$ cat config.mk
export PLATFORM = sky130hd
export DESIGN_NAME = key_loader
export DESIGN_NICKNAME = d
export VERILOG_FILES = /design/src/rtl/key_loader.sv
export SDC_FILE = /design/constraint.sdc
export NUM_CORES = 1
export LEC_CHECK = 0
export BUFFER_PORTS_ARGS = -buffer_cell sky130_fd_sc_hd__buf_2
export CAP_MARGIN = 0
export CORE_MARGIN = 8
export CORE_UTILIZATION = 50
export CTS_BUF_LIST = sky130_fd_sc_hd__clkbuf_8
export DETAILED_ROUTE_END_ITERATION = 6
export PLACE_DENSITY = 0.77
export SLEW_MARGIN = 20
export SYNTH_ARGS = -nofsm -noshare
export SYNTH_HDL_FRONTEND = slang
export SYNTH_SLANG_ARGS = --single-unit
export TNS_END_PERCENT = 5
$ cat constraint.sdc
create_clock -name clk -period 12.25 [get_ports clk]
set_input_delay 2.45 -clock clk [delete_from_list [all_inputs] [get_ports clk]]
set_output_delay 2.45 -clock clk [all_outputs]
set_load 0.01 [all_outputs]
$ cat src/rtl/key_loader.sv
// Key assembly block: collects WORD_W-bit words MSW-first into a right-aligned
// 128/192/256-bit key selected by key_mode, with restart and illegal-mode flagging.
module key_loader #(
    parameter int WORD_W = 16,
    parameter int KEY_W  = 256
) (
    input  logic                          clk,
    input  logic                          rst,
    input  logic                          load_start,
    input  logic [1:0]                    key_mode,
    input  logic [WORD_W-1:0]             key_word,
    input  logic                          word_valid,
    output logic                          word_ready,
    output logic [KEY_W-1:0]              key,
    output logic [1:0]                    key_len,
    output logic                          key_valid,
    output logic                          busy,
    output logic [$clog2(256/WORD_W):0]   word_cnt,
    output logic                          mode_err
);

    localparam int CNT_W = $clog2(256/WORD_W) + 1;
    localparam logic [CNT_W-1:0] N_128   = CNT_W'(128/WORD_W);
    localparam logic [CNT_W-1:0] N_192   = CNT_W'(192/WORD_W);
    localparam logic [CNT_W-1:0] N_256   = CNT_W'(256/WORD_W);
    localparam logic [CNT_W-1:0] CNT_ONE = CNT_W'(1);

    typedef enum logic [1:0] {
        IDLE = 2'b00,
        LOAD = 2'b01,
        DONE = 2'b10
    } state_t;

    state_t             state_q, state_d;
    logic [KEY_W-1:0]   key_q, key_d;
    logic [1:0]         len_q, len_d;
    logic [CNT_W-1:0]   cnt_q, cnt_d;
    logic               valid_q, valid_d;
    logic               busy_q;
    logic               err_q, err_d;
    logic               start_legal_s;
    logic [CNT_W-1:0]   n_words_s;
    logic [CNT_W-1:0]   cnt_inc_s;

    // Next-state, datapath and flag logic; a legal restart overrides any word.
    always_comb begin
        state_d       = state_q;
        key_d         = key_q;
        len_d         = len_q;
        cnt_d         = cnt_q;
        valid_d       = valid_q;
        err_d         = 1'b0;
        start_legal_s = load_start && (key_mode != 2'b11);
        cnt_inc_s     = cnt_q + CNT_ONE;

        // key_len never latches 2'b11, so the default arm only guards corruption
        case (len_q)
            2'b00:   n_words_s = N_128;
            2'b01:   n_words_s = N_192;
            2'b10:   n_words_s = N_256;
            default: n_words_s = N_256;
        endcase

        if (load_start && (key_mode == 2'b11)) begin
            err_d = 1'b1;
        end else begin
            err_d = 1'b0;
        end

        if (start_legal_s) begin
            state_d = LOAD;
            key_d   = '0;
            cnt_d   = '0;
            valid_d = 1'b0;
            len_d   = key_mode;
        end else begin
            case (state_q)
                LOAD: begin
                    if (word_valid) begin
                        key_d = {key_q[KEY_W-WORD_W-1:0], key_word};
                        cnt_d = cnt_inc_s;
                        if (cnt_inc_s == n_words_s) begin
                            state_d = DONE;
                            valid_d = 1'b1;
                        end else begin
                            state_d = LOAD;
                        end
                    end else begin
                        state_d = LOAD;
                    end
                end
                IDLE:    state_d = IDLE;
                DONE:    state_d = DONE;
                default: state_d = IDLE;
            endcase
        end
    end

    // State and output registers with asynchronous reset.
    always_ff @(posedge clk or posedge rst) begin
        if (rst) begin
            state_q <= IDLE;
            key_q   <= '0;
            len_q   <= 2'b00;
            cnt_q   <= '0;
            valid_q <= 1'b0;
            busy_q  <= 1'b0;
            err_q   <= 1'b0;
        end else begin
            state_q <= state_d;
            key_q   <= key_d;
            len_q   <= len_d;
            cnt_q   <= cnt_d;
            valid_q <= valid_d;
            busy_q  <= (state_d == LOAD);
            err_q   <= err_d;
        end
    end

    assign key        = key_q;
    assign key_len    = len_q;
    assign word_cnt   = cnt_q;
    assign key_valid  = valid_q;
    assign busy       = busy_q;
    assign word_ready = busy_q;
    assign mode_err   = err_q;

endmodule

==> results.md, run 1 <==
- The die is 162 um wide.
- The share of the clock period used by the worst path is 34.7%.
- The final count of negative-setup-slack endpoints is 0.
- The H-tree generated during clock tree synthesis spans 2 levels.
- Detailed routing inserted a total of 9184 vias.
- The worst hold path belongs to the class register to register.
- TritonCTS built the clock tree.
- In this run the tool buffered the top-level ports with 288 buffer cells.
- The worst-skew pair later-pin latency is 0.53 ns.
- Data on the critical path arrives at its endpoint at 4.67 ns.
- In the synthesized netlist, the number of instances is 1179.
- The buffer depth of the longest clock path is 3.
- The number of enable-type register cells in the synthesized netlist is 0.
- The root buffer cell is sky130_fd_sc_hd__clkbuf_8.
- On the final layout, the worst clock skew is 0.0161 ns.
- In the final layout, flip-flops and latches occupy 6710 sq um.
- The synthesized design contains 268 register bits.
- The achievable clock frequency is 235 MHz.
- Setup repair after global routing left no endpoint under its margin.
- In the global route stage, overall resource usage came out at 22.3%.
- The flow ran to the end, and the final reports show no timing, DRC or antenna violations.
- The cell area after synthesis is 10600 sq um.
- The first-pass GRT wire length is 48.0 mm.
- The mean cell area of the mapped netlist is 9.03 sq um.
- The wire length reported by the detailed router is 30.2 mm.
- The number of antenna diodes is 0.
- The number of hold-slack violations in the final timing report is 0.
- The final critical path time including I/O delays and setup is 4.26 ns.
- The final design instance area without fill is 13100 sq um.
- For this design, the CTS-stage hold fixing added 0 buffers.
- The total half-perimeter wirelength after legalization and detailed placement is 20.0 mm.
- The most used flip-flop cell after synthesis is sky130_fd_sc_hd__dfrtp_1.
- From bottom edge to top edge, the die measures 162 um.
- The required time of the worst setup path is 12.66 ns.
- The maximum number of pins on one net before global-route repair is 134.
- Counting instances, the worst hold path has a depth of 2.
- In the routed layout, each cell is associated on average with a via count of 5.27.
- The relative slew slack is 35.5%.
- The DRC violation count after routing is 0.
- Power comes to 0.00179 W.
- At the pin with the least slew margin, the transition time is 0.967 ns.
- After synthesis, the share of flip-flops with an asynchronous set or reset is 100%.
- The setup TNS is 0 ns.
- The detailed router finished its first iteration with 815 violations.
- The maximum fanout along the worst path is 86.
- The power per cell area is 137 nW/um^2.
- In the final routed layout, each cell accounts on average for 17.3 um.
- The via count of the first global-routing pass came to 9063.
- Summed over all layers, the global routing overflow is 0.
- The remaining number of nets flagged by the antenna check after routing is 0.
- The filler cell count in the final layout is 1846.
- The kind of start point of the critical path is an input port.
- The CTS clock-pin slew for the worst setup and hold paths is 0.06 ns.
- The weighted congestion reported at the end of routability-driven placement is 0.827.
- The Yosys step of the flow raised 0 warnings.
- The core region is 21000 sq um.
- The area of placed instances is 12200 sq um.
- The relative area change from synthesis to final layout is 22.6%.
- The number of nets in the synthesized netlist is 1205.
- The final layout net count is 1461.
- The share of the yosys chip area belonging to registers is 63.0%.
- In this run, distinct cell masters in the synthesized netlist total 33.
- The layout cell share with drive strength beyond 1 is 24.8%.
- In this run the post-CTS setup repair buffer count came out at 0.
- The total number of placement rows is 53.
- The max-slew violation count is 0.
- The analysis attributes to cell leakage a power of 6.58 nW.
- The clock buffer count from CTS is 44.
- In this run the count of I/O pins placed on the die edge is 289.
- The worst-case vdd ir drop is 107 uV.
- Counting every sink on the clock net gives 268.
- The number of detailed-route iterations in the first pass is 5.
- The area of the die is 26200 sq um.
- In this run, post-CTS repair resized a total of 0 instances.
- Across the run, the number of max-cap violations was 0.
- The area used by multi-input combinational logic is 3590 sq um.
- STA classifies the critical path endpoint as a register.
- The initial core utilization is 50.8%.
- The depth of the worst register-to-register path is 5.
- By startpoint and endpoint, the worst setup path is classified as input port to register.
- The number of antenna violations at the first check in global routing is 0.
==> cells in the final DEF (no fill, tap or decap), types with 2 or more instances in the layout <==
cell | synthesis | routed
sky130_fd_sc_hd__clkinv_2 | 0 | 2
sky130_fd_sc_hd__a21oi_1 | 260 | 260
sky130_fd_sc_hd__o21ai_1 | 3 | 3
sky130_fd_sc_hd__nand3_1 | 2 | 2
sky130_fd_sc_hd__buf_6 | 1 | 2
sky130_fd_sc_hd__clkbuf_8 | 0 | 53
sky130_fd_sc_hd__nor3_1 | 2 | 2
sky130_fd_sc_hd__o21ai_0 | 2 | 2
sky130_fd_sc_hd__xor2_1 | 4 | 4
sky130_fd_sc_hd__mux2_2 | 2 | 2
sky130_fd_sc_hd__or3_1 | 2 | 2
sky130_fd_sc_hd__nor2b_1 | 2 | 2
sky130_fd_sc_hd__dfrtp_1 | 268 | 268
sky130_fd_sc_hd__nor2_1 | 2 | 2
sky130_fd_sc_hd__inv_1 | 7 | 28
sky130_fd_sc_hd__clkinvlp_4 | 0 | 2
sky130_fd_sc_hd__ha_1 | 4 | 4
sky130_fd_sc_hd__nand2_1 | 517 | 516
sky130_fd_sc_hd__buf_4 | 3 | 7
sky130_fd_sc_hd__buf_2 | 1 | 288
==> worst paths after layout <==
path,startpoint,to,slack (ns)
worst max-delay path,key_mode[0],key_len[1],7.99
worst min-delay path,key[240],key[240],0.52
worst max register to register,state_q[0],key[116],9.59
worst min register to register,key[240],key[240],0.52
max in group asynchronous,rst,key[145],8.16
min in group asynchronous,rst,key[2],2.07
==> synth_stat cells (2+ instances only) <==
cell type / instances / area share [%]
sky130_fd_sc_hd__buf_4: 3 / 0.21
sky130_fd_sc_hd__nand3_1: 2 / 0.094
sky130_fd_sc_hd__nor2b_1: 2 / 0.12
sky130_fd_sc_hd__nor2_1: 2 / 0.071
sky130_fd_sc_hd__mux2_2: 2 / 0.21
sky130_fd_sc_hd__clkbuf_1: 80 / 2.8
sky130_fd_sc_hd__o21ai_0: 2 / 0.094
sky130_fd_sc_hd__or3_1: 2 / 0.12
sky130_fd_sc_hd__o21ai_1: 3 / 0.14
sky130_fd_sc_hd__nor3_1: 2 / 0.094
sky130_fd_sc_hd__inv_1: 7 / 0.25
sky130_fd_sc_hd__dfrtp_1: 268 / 63
sky130_fd_sc_hd__xor2_1: 4 / 0.33
sky130_fd_sc_hd__a21oi_1: 260 / 12
sky130_fd_sc_hd__buf_1: 3 / 0.11
sky130_fd_sc_hd__ha_1: 4 / 0.47
sky130_fd_sc_hd__nand2_1: 517 / 18
==> worst max-delay path, stage by stage <==
cell                       delay [ns]
sky130_fd_sc_hd__buf_2           0.12
sky130_fd_sc_hd__a21boi_4        0.13
sky130_fd_sc_hd__buf_4           0.67
sky130_fd_sc_hd__buf_4           0.48
sky130_fd_sc_hd__buf_16          0.31
sky130_fd_sc_hd__mux2_2          0.38
==> routing by layer <==
layer / vias to the layer above / wire [um] / GRT usage, % / share of wire, %
li1: 4317 / - / - / -
met5: - / 0 / 0 / 0
met3: 52 / 3040 / 8.40 / 10
met4: 0 / 723 / 7.07 / 2.4
met2: 364 / 14300 / 35.1 / 48
met1: 4451 / 12100 / 28.2 / 40
==> flip-flops by register name, summed over array words and instances, names as in the netlist <==
signal / count
word_cnt: 5
key: 256
mode_err: 1
key_valid: 1
state_q: 2
busy: 1
key_len: 2
==> metrics by stage <==
stage / hold slack [ns] / utilization (%) / setup slack (ns) / std cells
3_3_place_gp: 0.506 / 58.1 / 7.23 / 1663
4_1_cts: 0.520 / 62.1 / 7.81 / 1742
2_1_floorplan: 0.544 / - / 2.42 / 1179
3_5_place_dp: 0.511 / 58.1 / 7.25 / 1663
6_report: 0.516 / 62.3 / 7.99 / 1743
5_1_grt: 0.545 / 62.3 / 7.84 / 1743
==> power by group <==
| part | switching [W] | total (W) | leakage (nW) | internal (W) |
|---|---|---|---|---|
| Sequential | 0.0000157 | 0.000916 | 3.72 | 0.000900 |
| Clock | 0.000337 | 0.000727 | 0.506 | 0.000390 |
| Combinational | 0.000116 | 0.000146 | 2.35 | 0.0000301 |
==> layout make-up <==
cell class	instances	share of cell area, %
well taps	275	2.64
clock inverters	26	0.824
flip-flops and latches	268	51.4
inverters	7	0.259
repair buffers	298	11.8
multi-input cells	816	27.5
clock buffers	53	5.59
==> cells by family after synthesis <==
family,after synthesis,synth area share [%]
flip-flops,268,63.0
multiplexers,2,0.211
AND/OR/NAND/NOR,532,19.0
XOR/XNOR,5,0.411
AO/OA/AOI/OAI,273,13.3
adder cells (fa/ha/maj),4,0.470
buffers and inverters,95,3.54
Power figures use the tool's default switching activity.
==> run 2: changes to the inputs <==
==> constraint.sdc (replaced) <==
create_clock -name clk -period 4.45 [get_ports clk]
set_input_delay 0.89 -clock clk [delete_from_list [all_inputs] [get_ports clk]]
set_output_delay 0.89 -clock clk [all_outputs]
set_load 0.01 [all_outputs]
==> run 2 against run 1 <==
  * Sequential share of layout area down 0.56 points
  * Flip-flop and latch count did not move
  * Clock power grew to 3.1 times the previous value
  * Register-to-register slack worse by 7.4 ns
  * Via count rose by 0.34%
  * Die area unchanged
  * Setup slack worse by 5.8 ns
  * Final area rose by 1.1%
  * Routed wire length rose by 0.17%
  * Hold slack improved by 0.0093 ns
  * Combinational power increased to 2.8 times the previous value
  * Highest routed layer unchanged
==> results.md, run 2 (synthesized netlist as in run 1, its figures left out) <==
- The run finished with clean final reports.
- Setup violations remaining at the end of the flow were counted as 0.
- The largest stage delay on the critical path is 0.60 ns.
- The final critical path time including I/O delays and setup is 2.26 ns.
- Based on the critical path, the design can be clocked at up to 442 MHz.
- The violation count after the first detailed-route iteration is 717.
- After clock tree synthesis, the clock-pin slew on the worst setup and hold paths is 0.06 ns.
- For this design the static power due to leakage is 6.60 nW.
- Dividing total power by cell area gives a power density of 391 nW/um^2.
- The root buffer cell is sky130_fd_sc_hd__clkbuf_8.
- The number of cells in the finished layout apart from fillers is 1741.
- Setup repair after global routing left no endpoint under its margin.
- The weighted congestion reported at the end of routability-driven placement is 0.842.
- The worst hold path endpoint is key[245].
- Entering global routing, the biggest net connects 143 pins.
- Across the routed clock network, the largest skew measured is 0.0157 ns.
- The source of the worst hold timing path is key[245].
- The first detailed-routing pass took 5 iterations.
- In this run the register-to-register setup slack is 2.19 ns.
- The endpoint identified for the worst register-to-register timing path is key[248].
- The net count of the finished layout is 1461.
- The number of clock sinks is 268.
- The worst hold path belongs to the class register to register.
- The number of antenna violations at the first check in global routing is 0.
- In this run the core area contains 53 standard-cell rows.
- Of the cells placed in the final design, the portion with a size suffix greater than 1 is 25.6%.
- The number of gates resized after CTS was 0.
- For the worst flop-to-flop path, the logic depth is 5.
- The kind of start point of the critical path is a register.
- By startpoint and endpoint, the worst setup path is classified as register to register.
- The signal on the critical path passes through ha_1, nand2_4, buf_4, nand2_1, a21oi_1.
- The height of the chip is 162 um.
- The total area inside the core boundary comes to 21000 sq um.
- The master of the slowest instance on the critical path is sky130_fd_sc_hd__buf_4.
- The worst setup path is captured at a register.
- The number of hold-slack violations in the final timing report is 0.
- The initial core utilization is 50.8%.
- Using the TritonRoute via totals, the vias-per-cell ratio works out to 5.29.
- The aggregate global-route resource usage is 22.4%.
- The number of antenna diodes is 0.
- Leaving out fill and tap cells, the most frequent cell in the layout is sky130_fd_sc_hd__nand2_1.
- The filler cell count in the final layout is 1813.
- In this run the critical register-to-register path is launched from state_q[0].
- The number of hold buffers added after CTS was 0.
- Dividing the detail-routed wire length by the instance count gives 17.4 um.
- The transition time at the pin with the least slew margin is 0.788 ns.
- The setup TNS is 0 ns.
- The floorplan step set the die width to 162 um.
- The H-tree depth is 2.
- The clock tree from TritonCTS is built.
- After detailed placement, the design holds a cell count of 1663.
- The number of maximum-capacitance constraint violations is 0.
- The wire-length estimate of the detail-placed layout is 19.9 mm.
- In this run the worst path has a maximum fanout of 74.
- Clock tree synthesis inserted a total of 45 buffers.
- The register with the most flip-flops in the layout has 256 of them.
- Global routing finished with a remaining overflow of 0.
- In this run the tightest slew margin relative to its limit is 47.5%.
- In the layout the commonest cells are sky130_fd_sc_hd__nand2_1 (516), sky130_fd_sc_hd__buf_2 (288), sky130_fd_sc_hd__dfrtp_1 (268), sky130_fd_sc_hd__a21oi_1 (260), sky130_fd_sc_hd__clkbuf_8 (57).
- The max-slew violation count was 0.
- The floorplan step defined a die boundary enclosing 26200 sq um.
- The relative area change from synthesis to final layout is 23.9%.
- The worst-skew pair later-pin latency is 0.53 ns.
- Counting instances, the worst hold path has a depth of 2.
- The via count of the first global-routing pass was 9156.
- The first-pass GRT wire length is 48.7 mm.
- The detail route stage leaves a number of antenna-violating nets equal to 0.
- Dividing the final minimum period by the clock period gives 50.8%.
- Counting along the longest clock path gives a buffer depth of 3.
- The wire length reported by the detailed router is 30.2 mm.
- The count of pins on the block boundary is 289.
- The count of port buffers added during placement is 288.
- The data arrival time of the critical path is 2.70 ns.
- The number of setup buffers added after CTS is 0.
- The worst-case vdd ir drop is 212 uV.
- In the routed design, unresolved DRC markers number 0.
- The total via count after detailed routing is 9215.
- At the worst endpoint, the required time is 4.89 ns.
run 2: changes by cell type in the layout (fill, tap and decap cells not counted):
cell | before | now
sky130_fd_sc_hd__clkbuf_8 | 53 | 57
sky130_fd_sc_hd__buf_12 | 0 | 7
sky130_fd_sc_hd__buf_6 | 2 | 0
sky130_fd_sc_hd__buf_4 | 7 | 2
sky130_fd_sc_hd__inv_8 | 1 | 0
sky130_fd_sc_hd__inv_1 | 28 | 15
sky130_fd_sc_hd__bufinv_16 | 0 | 2
sky130_fd_sc_hd__clkinv_2 | 2 | 9
sky130_fd_sc_hd__buf_16 | 1 | 0
run 2: worst max-delay path by stage:
stage / from / to / cells past startpoint
floorplan: rst / busy / 1
global placement: word_valid / key[177] / 5
detailed placement: word_valid / key[248] / 5
CTS: state_q[0] / key[207] / 5
global route: state_q[1] / key[248] / 6
finish: state_q[0] / key[248] / 5
run 2: power breakdown:
part	internal [W]	total, W	switching, W
combinational	0.0000923	0.000411	0.000319
clock	0.00127	0.00223	0.000963
sequential	0.00248	0.00252	0.0000432
run 2: cell type report:
cell class,count,area (sq um),area share (%)
flip-flops and latches,268,6710,50.8
clock buffers,57,785,5.95
multi-input cells,816,3590,27.2
repair buffers,297,1600,12.1
inverters,7,30.0,0.228
clock inverters,21,146,1.11
well taps,275,344,2.61
run 2: critical path: cells and delay by family, from the launching register on:
kind | cells | cell delay, ns
simple gates | 2 | 0.70
buf+inv | 1 | 0.60
compound gates | 1 | 0.19
fa+ha+maj | 1 | 0.28
flops | 1 | 0.37
run 2: routing by layer:
metal | vias to the layer above | track usage [%] | share of wire [%]
met5 | - | 0 | 0
met2 | 352 | 35.8 | 48
met4 | 0 | 6.23 | 1.7
li1 | 4305 | - | -
met1 | 4511 | 28.2 | 40
met3 | 47 | 8.43 | 10
run 2: stage by stage:
stage | hold slack (ns) | power (W) | utilization, % | setup slack, ns | instance area [sq um]
after floorplan | 0.544 | 0.00284 | - | 0.0205 | 10700
after global placement | 0.506 | 0.00298 | 58.5 | 1.91 | 12300
after detailed placement | 0.520 | 0.00298 | 58.5 | 1.86 | 12300
after CTS | 0.528 | 0.00522 | 63.0 | 2.19 | 13200
after global routing | 0.555 | 0.00537 | 63.0 | 1.99 | 13200
final | 0.525 | 0.00516 | 63.0 | 2.19 | 13200
==> run 3: changes to the inputs <==
--- a/config.mk
+++ b/config.mk
@@ -8,10 +8,10 @@
 export BUFFER_PORTS_ARGS = -buffer_cell sky130_fd_sc_hd__buf_2
 export CAP_MARGIN = 0
 export CORE_MARGIN = 8
-export CORE_UTILIZATION = 50
+export CORE_UTILIZATION = 49
 export CTS_BUF_LIST = sky130_fd_sc_hd__clkbuf_8
 export DETAILED_ROUTE_END_ITERATION = 6
-export PLACE_DENSITY = 0.77
+export PLACE_DENSITY = 0.78
 export SLEW_MARGIN = 20
 export SYNTH_ARGS = -nofsm -noshare
 export SYNTH_HDL_FRONTEND = slang
==> constraint.sdc (replaced) <==
create_clock -name clk -period 1.9 [get_ports clk]
set_input_delay 0.38 -clock clk [delete_from_list [all_inputs] [get_ports clk]]
set_output_delay 0.38 -clock clk [all_outputs]
set_load 0.01 [all_outputs]
==> run 3 against run 2 <==
  * Register-to-register slack worse by 2.2 ns
  * Die area is 1.8% higher
  * Setup slack worse by 2.2 ns
  * Routed wire length is 1.0% higher
  * Global-route usage up 0.19 points
  * Clock-buffer cell count decreased by 2
  * Largest cell class unchanged
  * Largest power group unchanged
  * Highest routed layer unchanged
==> results.md, run 3 (synthesized netlist as in run 1, its figures left out) <==
- The run finished with clean final reports.
- The number of maximum-capacitance constraint violations is 0.
- The post-route clock skew is 0.0312 ns.
- The leakage power is 6.83 nW.
- In the finished design, the share of the clock period the worst path needs comes to 99.2%.
- The worst-case setup slack after placement is -0.0682 ns.
- The first-pass GRT wire length is 49.1 mm.
- The number of hold-slack violations in the final timing report came to 0.
- The CTS clock-pin slew for the worst setup and hold paths is 0.06 ns.
- The layout has 1774 filler cells.
- Static timing analysis puts the maximum clock frequency at 531 MHz.
- Setup repair after global routing could not meet its margin everywhere.
- Measured on the finished design, the core utilization comes to 63.2%.
- The highest metal layer carrying signal wires in the routed design is met4.
- Before antenna repair, the detailed router went through 7 iterations.
- The finished cells cover 13600 sq um.
- The count of pins on the block boundary is 289.
- Data on the critical path arrives at its endpoint at 2.28 ns.
- The HPWL after detailed placement is 21.6 mm.
- The die covers 26700 sq um.
- The floorplan step set the die width to 163 um.
- In this run the power density over the cells is 868 nW/um^2.
- In the final routing, the length of wire on met1 measures 12.2 mm.
- The worst setup path is launched from a register.
- The kind of critical path is register to register.
- The number of antenna violations at the first check in global routing is 0.
- The DRC violation count after routing is 0.
- Overall power consumption after layout is estimated at 0.0118 W.
- During placement, the flow inserted port buffers numbering 288.
- The type of the most critical hold path is input port to register.
- The met2 wire length is 14.6 mm.
- Setup violations remaining at the end of the flow were counted as 0.
- The wire length reported by the detailed router is 30.5 mm.
- The transition time at the pin with the least slew margin is 0.491 ns.
- The largest individual stage delay along the critical path comes from the cell sky130_fd_sc_hd__a2111oi_4.
- The number of antenna diodes is 0.
- In the final design database the tool counted 1499 nets.
- In the final layout, flip-flops and latches occupy 6710 sq um.
- The maximum number of pins on one net before global-route repair is 105.
- The remaining number of nets flagged by the antenna check after routing is 0.
- The number of buffers and inverters on the critical path is 1.
- The global route total overflow is 0.
- The relative slew slack is 67.2%.
- Once the floorplan was initialized, standard cells occupied 49.4% of the core.
- The required time of the worst setup path is 2.30 ns.
- The clock reaches the later pin of the worst-skew pair after 0.54 ns.
- The post-route netlist has 27.0% of its cells at a drive strength greater than 1.
- The total core area is 21600 sq um.
- The floorplan has 54 rows.
- The flip-flop count of the largest register, all copies and words added is 256.
- CTS saw 268 sinks.
- Summed over all nets, wire length on met3 after detailed routing comes to 3.14 mm.
- The max-slew violation count is 0.
- The final worst setup slack is 0.0156 ns.
- The die is 163 um tall.
- TritonCTS built the clock tree.
- The weighted congestion reported at the end of routability-driven placement is 0.833.
- The area growth from synthesis to layout is 28.0%.
- In this run the register-to-register setup slack is 0.02 ns.
- After layout, the minimum clock period comes to 1.88 ns.
- The type of destination of the critical path is a register.
- The detailed router finished its first iteration with 861 violations.
- The clock tree synthesis step divided the H-tree into 2 levels.
- The largest single stage delay on the critical path is 0.39 ns.
- The number of placed instances, taps included, is 1706.
- Walking the worst path, the cells encountered are ha_2, buf_4, nor3b_1, o21ai_1, a2111oi_4, o21ai_2, a41o_1.
- In the routed layout, each cell is associated on average with a via count of 5.23.
- The worst-case vdd ir drop is 892 uV.
- The number of cells in the finished layout apart from fillers is 1782.
- In this run the worst path has a maximum fanout of 6.
- The root buffer cell is sky130_fd_sc_hd__clkbuf_8.
- The leading cell type in the layout, fill and taps excluded is sky130_fd_sc_hd__nand2_1.
- The total via count after detailed routing is 9316.
- The routed wire length per instance is 17.1 um.
- The aggregate global-route resource usage is 22.6%.
- The clock buffer count from CTS is 44.
- The buffer depth of the longest clock path is 3.
- In the layout the commonest cells are sky130_fd_sc_hd__nand2_1 (516), sky130_fd_sc_hd__buf_2 (288), sky130_fd_sc_hd__dfrtp_1 (268), sky130_fd_sc_hd__a21oi_1 (260), sky130_fd_sc_hd__clkbuf_8 (55).
- Summing all multi-input logic gate instances after layout gives 3590 sq um.
- After clock tree synthesis, the setup repair step added 0 buffers.
- The via count of the first global-routing pass is 9233.
- The cell family contributing the most delay on the critical path is compound AO/OA/AOI/OAI gates.
- In this run the cell area measured after placement is 12800 sq um.
run 3: cell types whose count changed in the layout (fill, tap and decap cells not counted), sizes merged, moves of 2 or more:
cell,previous run,this run
buf,297,335
clkinv,9,3
inv,15,21
bufinv,2,0
clkbuf,57,55
run 3: area by class of cell:
cell class                 count  share of cell area, %
clock inverter                20                  0.633
clock buffer                  55                   5.55
timing repair buffer         336                   15.4
inverter                       7                  0.220
multi-input combinational    816                   26.4
tap                          280                   2.57
sequential                   268                   49.2
run 3: repair_timing:
item	4_1_cts	5_1_grt
hold buffers	1	0
gates resized for setup	2	0
endpoints found under the hold margin	11	0
pin swaps	1	0
endpoints found under the setup margin	2	4
gates cloned	0	0
run 3: final timing paths:
check                            startpoint  endpoint  cells past startpoint
worst max-delay path            word_cnt[0]      busy                      7
worst min-delay path             load_start  mode_err                      2
worst max register to register  word_cnt[0]      busy                      7
worst min register to register     key[250]  key[250]                      2
max in group asynchronous               rst  key[155]                      4
min in group asynchronous               rst  key[254]                      3
run 3: power by group:
group | internal, W | switching (W) | leakage (nW)
registers | 0.00580 | 0.0000821 | 3.72
logic | 0.000380 | 0.000802 | 2.63
clock network | 0.00259 | 0.00217 | 0.487
run 3: routing by layer:
layer | track usage, % | vias to the layer above
li1 | - | 4404
met1 | 28.6 | 4506
met2 | 36.3 | 358
met3 | 8.44 | 48
met4 | 5.75 | 0
met5 | 0 | -
run 3: metrics by stage:
stage	setup TNS, ns	hold slack (ns)
after floorplan	-541.64	0.511
after global placement	-0.0184	0.334
after detailed placement	-0.110	0.341
after CTS	0	0.0462
after global routing	-0.281	0.0668
final	0	0.0860
